[src/rtl/mem_port_arbiter.sv]
// rtl/mem_port_arbiter.sv - two-port (fetch / load-store) arbiter onto one memory port
module mem_port_arbiter #(
  parameter int unsigned STARVE_LIMIT = 4
) (
  input  logic        clk_i,
  input  logic        rst_n_i,

  input  logic        if_req_i,
  input  logic [31:0] if_addr_i,
  output logic        if_gnt_o,
  output logic        if_rvalid_o,
  output logic [31:0] if_rdata_o,

  input  logic        ls_req_i,
  input  logic        ls_we_i,
  input  logic [3:0]  ls_be_i,
  input  logic [31:0] ls_addr_i,
  input  logic [31:0] ls_wdata_i,
  output logic        ls_gnt_o,
  output logic        ls_rvalid_o,
  output logic [31:0] ls_rdata_o,

  output logic        mem_req_o,
  output logic        mem_we_o,
  output logic [3:0]  mem_be_o,
  output logic [31:0] mem_addr_o,
  output logic [31:0] mem_wdata_o,
  input  logic        mem_gnt_i,
  input  logic        mem_rvalid_i,
  input  logic [31:0] mem_rdata_i
);

  localparam logic [1:0] ST_IDLE = 2'd0;
  localparam logic [1:0] ST_REQ  = 2'd1;
  localparam logic [1:0] ST_RESP = 2'd2;

  localparam logic [3:0] LIMIT = 4'(STARVE_LIMIT);

  // owner encoding: 1 = load/store unit, 0 = fetch
  logic [1:0]  state_q, state_d;
  logic [3:0]  starve_cnt_q, starve_cnt_d;
  logic        owner_q, owner_d;
  logic        we_q, we_d;
  logic [3:0]  be_q, be_d;
  logic [31:0] addr_q, addr_d;
  logic [31:0] wdata_q, wdata_d;
  logic        sel_ls;

  // Arbitration in IDLE, command capture, and transaction sequencing
  always_comb begin
    state_d      = state_q;
    starve_cnt_d = starve_cnt_q;
    owner_d      = owner_q;
    we_d         = we_q;
    be_d         = be_q;
    addr_d       = addr_q;
    wdata_d      = wdata_q;
    // LSU has priority unless fetch has already lost LIMIT times in a row
    sel_ls       = ls_req_i && !(if_req_i && (starve_cnt_q == LIMIT));

    case (state_q)
      ST_IDLE: begin
        if (if_req_i || ls_req_i) begin
          state_d = ST_REQ;
          owner_d = sel_ls;
          if (sel_ls) begin
            we_d    = ls_we_i;
            be_d    = ls_be_i;
            addr_d  = ls_addr_i;
            wdata_d = ls_wdata_i;
            if (if_req_i) begin
              if (starve_cnt_q != LIMIT) begin
                starve_cnt_d = starve_cnt_q + 4'd1;
              end
            end else begin
              starve_cnt_d = 4'd0;
            end
          end else begin
            we_d         = 1'b0;
            be_d         = 4'hF;
            addr_d       = if_addr_i;
            wdata_d      = 32'd0;
            starve_cnt_d = 4'd0;
          end
        end
      end
      ST_REQ: begin
        if (mem_gnt_i) begin
          state_d = ST_RESP;
        end
      end
      ST_RESP: begin
        if (mem_rvalid_i) begin
          state_d = ST_IDLE;
        end
      end
      default: begin
        state_d = ST_IDLE;
      end
    endcase
  end

  // Memory request and per-port handshake/response steering from current state
  always_comb begin
    mem_req_o   = 1'b0;
    mem_we_o    = 1'b0;
    mem_be_o    = 4'h0;
    mem_addr_o  = 32'd0;
    mem_wdata_o = 32'd0;
    if_gnt_o    = 1'b0;
    ls_gnt_o    = 1'b0;
    if_rvalid_o = 1'b0;
    ls_rvalid_o = 1'b0;
    if_rdata_o  = 32'd0;
    ls_rdata_o  = 32'd0;

    case (state_q)
      ST_REQ: begin
        mem_req_o   = 1'b1;
        mem_we_o    = we_q;
        mem_be_o    = be_q;
        mem_addr_o  = addr_q;
        mem_wdata_o = wdata_q;
        if (mem_gnt_i) begin
          ls_gnt_o = owner_q;
          if_gnt_o = !owner_q;
        end
      end
      ST_RESP: begin
        if (mem_rvalid_i) begin
          if (owner_q) begin
            ls_rvalid_o = 1'b1;
            ls_rdata_o  = mem_rdata_i;
          end else begin
            if_rvalid_o = 1'b1;
            if_rdata_o  = mem_rdata_i;
          end
        end
      end
      default: begin
      end
    endcase
  end

  // State registers; reset abandons any transaction in flight
  always_ff @(posedge clk_i or negedge rst_n_i) begin
    if (!rst_n_i) begin
      state_q      <= ST_IDLE;
      starve_cnt_q <= 4'd0;
      owner_q      <= 1'b0;
      we_q         <= 1'b0;
      be_q         <= 4'h0;
      addr_q       <= 32'd0;
      wdata_q      <= 32'd0;
    end else begin
      state_q      <= state_d;
      starve_cnt_q <= starve_cnt_d;
      owner_q      <= owner_d;
      we_q         <= we_d;
      be_q         <= be_d;
      addr_q       <= addr_d;
      wdata_q      <= wdata_d;
    end
  end

endmodule
[config.mk]
export PLATFORM = sky130hd
export DESIGN_NAME = mem_port_arbiter
export DESIGN_NICKNAME = d
export VERILOG_FILES = /design/src/rtl/mem_port_arbiter.sv
export SDC_FILE = /design/constraint.sdc
export NUM_CORES = 1
export LEC_CHECK = 0
export ABC_AREA = 1
export BUFFER_PORTS_ARGS = -buffer_cell sky130_fd_sc_hd__buf_4
export CAP_MARGIN = 20
export CORE_MARGIN = 5
export CORE_UTILIZATION = 40
export DETAILED_ROUTE_END_ITERATION = 10
export PLACE_DENSITY = 0.73
export RECOVER_POWER = 25
export SLEW_MARGIN = 20
export SYNTH_ARGS = -nofsm -noshare
export SYNTH_HDL_FRONTEND = slang
export SYNTH_SLANG_ARGS = --single-unit
[constraint.sdc]
create_clock -name clk_i -period 3.2 [get_ports clk_i]
set_clock_uncertainty 0.1 [all_clocks]
set_input_delay 0.64 -clock clk_i [delete_from_list [all_inputs] [get_ports clk_i]]
set_output_delay 0.64 -clock clk_i [all_outputs]
set_load 0.02 [all_outputs]
**Word-level counts from Yosys, hierarchy flattened**

Index checks and enable logic that the tools add are counted.

- Register bits after elaboration: 76
- Input port bits: 139
- Output and inout bits: 138
- Word-level logic and storage cells: 57

- Add/subtract/negate cells: 1
- Eq/ne operators: 8
- Multiplexer cells: 32
- Reductions and logical operators: 9

Operators with widths:

| cell | count |
|---|---|
| 32-bit two-way mux | 10 |
| 4-bit two-way mux | 5 |
| 1-bit two-way mux | 13 |
| 2-bit two-way mux | 3 |
| 2-bit inequality test (second input constant) | 3 |
| 2-bit one-hot mux with 3 select lines | 1 |
| 3-bit AND reduction | 2 |
| 4-bit by 1-bit adder with 4-bit output (second input constant) | 1 |
| 4-bit by 3-bit equality test with 1-bit output (second input constant) | 1 |
| 4-bit by 3-bit inequality test with 1-bit output (second input constant) | 1 |
| 3-bit by 2-bit inequality test with 1-bit output (second input constant) | 1 |
| 2-bit by 1-bit equality test with 1-bit output (second input constant) | 1 |
| 2-bit equality test (second input constant) | 1 |
| 1-bit logical AND | 2 |
| 1-bit zero test | 2 |
| 2-bit zero test | 1 |
| 2-bit AND reduction | 1 |
| 1-bit logical OR | 1 |

**Logic depth before layout (Yosys ltp)**

- Depth after elaboration: 6
- Gate-level depth with buffers: 10
- Mapped depth without buffers: 9

**Worst setup path after synthesis**

OpenSTA, ideal clock, no wires.

- Kind: register to output
- From: reg state_q[0]
- To: out mem_addr_o[0]
- Arrival time: 1427 ps
- Path slack: 1033 ps
- Stages on the path, launching flop included: 6
- Path through: dfrtp_1 -> inv_1 -> nor2_1 -> inv_2 -> clkbuf_1 -> nor2_1

- Longest elaborated chain between the ends: 2

Ends and longest elaborated chain:

| item | line | source |
|---|---|---|
| start: declaration | 40 | `logic [1:0] state_q, state_d;` |
| start signal: assignment | 156 | `state_q <= state_d;` |
| 2-bit by 1-bit equality test with 1-bit output | 117 | `case (state_q)` |
| 32-bit two-way mux | 117 |  |
| end: declaration | 26 | `output logic [31:0] mem_addr_o,` |

Every way passes these cells.

**Worst setup path after layout**

- From: reg state_q[0]
- To: out mem_addr_o[1]

The elaborated chain is that of the path after synthesis.

==> impl_metrics.py <==
metrics = {
    "synth": {
        "netlist.area_leader.share": 0.420,
        "yosys.area.top_type": "dfrtp_1",
        "synth_nets": 836,
        "yosys_warnings": 0,
        "synth_adder_area_share": 0.00552,
        "syn_avg_cell_area_sq_um": 6.52,
        "yosysSeqAreaShare": 0.420,
        "synth_top_family_by_area": "simple AND/OR/NAND/NOR gates",
        "synthSimpleGateAreaFrac": 0.296,
        "synthMuxAreaShare": 0,
        "synth.cell_area_sq_um": 4530,
        "synth_compound_area_frac": 0.0574,
        "ys_types": 23,
        "synth_xor_area_frac": 0.00193,
        "ys_ff_latch": 76,
        "synth_cells": 695,
        "yosys-top-cells-area": "dfrtp_1 42%, inv_1 17%, nor2_1 12%, nand2_1 8.6%, nand3_1 7.5%",
    },
    "layout": {
        "fin_area_sq_um": 6980,
        "antenna_cells": 0,
        "final_nets": 1094,
        "fill_cells": 1072,
        "drive_gt1_frac": 0.323,
        "syn_to_final_growth_pct": 53.9,
        "mostFrequentLayoutCell": "buf_4",
        "layout_common_cells": "281 x buf_4, 208 x inv_1, 146 x nor2_1",
    },
    "pwr": {
        "p_leak_nw": 4.38,
        "clkPwrFrac": 0.194,
        "p_per_area_nw_per_um2": 791,
        "swShare": 0.425,
        "p_int_mw": 3.17,
        "peakVddDrop_mv": 0.453,
        "p_comb_frac": 0.518,
        "switchingPower_mw": 2.35,
        "total_power_mw": 5.52,
        "p_seq_frac": 0.288,
    },
    "worst_setup_path": {
        "cp.arrival_ns": 1.86,
        "crit_type": "reg2out",
        "rr_worst_depth": 9,
        "crit_fanout": 33,
        "worstReg2RegStart": "starve_cnt_q[0]",
        "crit_required_ns": 2.46,
        "end_kind": "output pin",
        "r2r_slack_ns": 1.16,
        "start_kind": "flop",
        "timing.rr.end": "addr_q[10]",
    },
    "timing": {
        "final-setup-viol-count": 0,
        "drv_slew": 77,
        "hold_viol_final": 0,
        "min_period_over_period": 0.811,
        "final.min_clock_period_ns": 2.60,
        "slew_headroom": -0.272,
        "tightest_slew_ns": 1.91,
        "holdWs_ns": 0.376,
        "rsz0062_at_grt": "false",
        "tns_ns": 0,
        "max_freq_mhz": 385,
    },
    "route": {
        "ant_nets": 0,
        "via_per_inst": 4.43,
        "drt_iter0_drc": 229,
        "firstDrtPassIters": 4,
        "num_vias": 4869,
        "remaining_drc_errors": 0,
        "drt_wl_total_um": 14500,
        "wl_per_cell_um": 13.2,
    },
    "die": {
        "die-area_sq_um": 13600,
        "start_util": 0.413,
        "die_y_um": 116,
        "io_pins": 277,
        "row_count": 38,
        "die_width_um": 116,
        "core_sq_um": 11000,
    },
    "clocking": {
        "cts_hold_buffers": 0,
        "path_clk_slew_ns": 0.06,
        "cts_setup_buffers": 0,
        "cts-htree-levels": 3,
        "clockRootBuffer": "clkbuf_16",
        "cts_resized": 0,
        "clkSinkCount": 76,
        "clock_latency_ns": 0.32,
        "numCtsBuffers": 9,
        "cts_tree": "built",
        "clk_path_buf_depth": 2,
    },
    "global_routing": {
        "track_usage": 0.203,
        "first_global_vias": 4473,
        "gr-total-overflow": 0,
        "grt_pass1_wl_um": 22100,
        "grt_max_degree": 77,
        "antenna_found_initial": 0,
    },
    "placement": {
        "port_buffers": 276,
        "placed_area_sq_um": 6660,
        "gp_congestion": 0.814,
        "hpwl_um": 11000,
    },
    "min_path": {
        "hold_path_class": "reg2reg",
        "min_from": "addr_q[3]",
        "whs_path_depth": 2,
        "min_delay_worst_endpoint": "addr_q[3]",
    },
    "outcome": {
        "outcome": "finished, violations left",
        "violations": "capacitance limit, slew limit",
    },
    "run": {
        "max_cap_violations": 1,
    },
}
==> cells by family (layout without fill, tap and decap cells) <==
| family | after synthesis | after routing |
|---|---|---|
| adders and majority gates | 2 | 2 |
| and+or+nand+nor | 327 | 327 |
| buffers and inverters | 248 | 511 |
| DFF | 76 | 76 |
| AOI/OAI and AO/OA | 41 | 41 |
| xor gates and xnor gates | 1 | 1 |
==> layout make-up <==
class                           instances  area, sq um  share of cell area
Inverter                              211          792               0.114
Clock buffer                            9          225              0.0323
Clock inverter                          7         91.3              0.0131
Multi-Input combinational cell        371         1640               0.234
Timing Repair Buffer                  284         2150               0.309
Tap cell                              140          175              0.0251
Sequential cell                        76         1900               0.273
==> state kept, by name (all words and copies together) (netlist names) <==
| signal | count |
|---|---|
| addr_q | 32 |
| wdata_q | 32 |
| be_q | 4 |
| starve_cnt_q | 4 |
| state_q | 2 |
| owner_q | 1 |
| we_q | 1 |
==> per-stage QoR <==
| stage | cells | setup slack [ns] | util |
|---|---|---|---|
| floorplan | 695 | 1.03 | - |
| global placement | 1082 | 0.956 | 0.607 |
| detailed placement | 1082 | 0.936 | 0.607 |
| CTS | 1098 | 0.584 | 0.635 |
| global route | 1098 | 0.448 | 0.635 |
| finish | 1098 | 0.604 | 0.635 |
==> power by group through the flow <==
stage | logic, mW | clock network (mW) | registers [mW]
2_1_floorplan | 1.82 | 0 | 1.55
3_3_place_gp | 2.86 | 0 | 1.59
3_5_place_dp | 2.89 | 0 | 1.59
4_1_cts | 2.90 | 1.10 | 1.59
5_1_grt | 3.16 | 1.14 | 1.63
6_report | 2.86 | 1.07 | 1.59
==> worst max-delay path: stages (launching register included) <==
cell and delay [ns]:
dfrtp_1 0.40, inv_1 0.08, nor2_1 0.06, inv_2 0.47, buf_4 0.30, nor2_1 0.06, buf_4 0.15
==> Yosys cell counts <==
| cell | instances |
|---|---|
| buf_2 | 19 |
| nand3_1 | 68 |
| nand4_1 | 2 |
| nor2_1 | 146 |
| nand2_1 | 104 |
| o21ai_4 | 1 |
| dfrtp_1 | 76 |
| buf_4 | 7 |
| nand2_2 | 2 |
| clkbuf_1 | 6 |
| inv_1 | 208 |
| nor2_2 | 1 |
| o22ai_1 | 35 |
| nor3_1 | 2 |
| ha_1 | 2 |
| buf_1 | 3 |
| o21ai_0 | 4 |
| o21ai_1 | 1 |
| nand3_2 | 1 |
| buf_6 | 2 |
| inv_2 | 3 |
| xnor2_1 | 1 |
| nor2_4 | 1 |
==> worst max-delay path by stage <==
stage                    start             end
floorplan           state_q[0]   mem_addr_o[0]
finish              state_q[0]   mem_addr_o[1]
global placement    state_q[0]  mem_addr_o[17]
global route        state_q[0]   mem_addr_o[7]
detailed placement  state_q[0]   mem_addr_o[1]
CTS                 state_q[0]   mem_addr_o[1]
==> per-layer routing <==
layer / GRT usage / vias to the layer above / routed length (um)
li1: - / 2519 / -
met1: 0.243 / 2143 / 5750
met2: 0.360 / 182 / 7200
met3: 0.0430 / 25 / 1190
met4: 0.0735 / 0 / 387
met5: 0 / - / 0
Note: power is estimated with default switching activity, not from simulation.
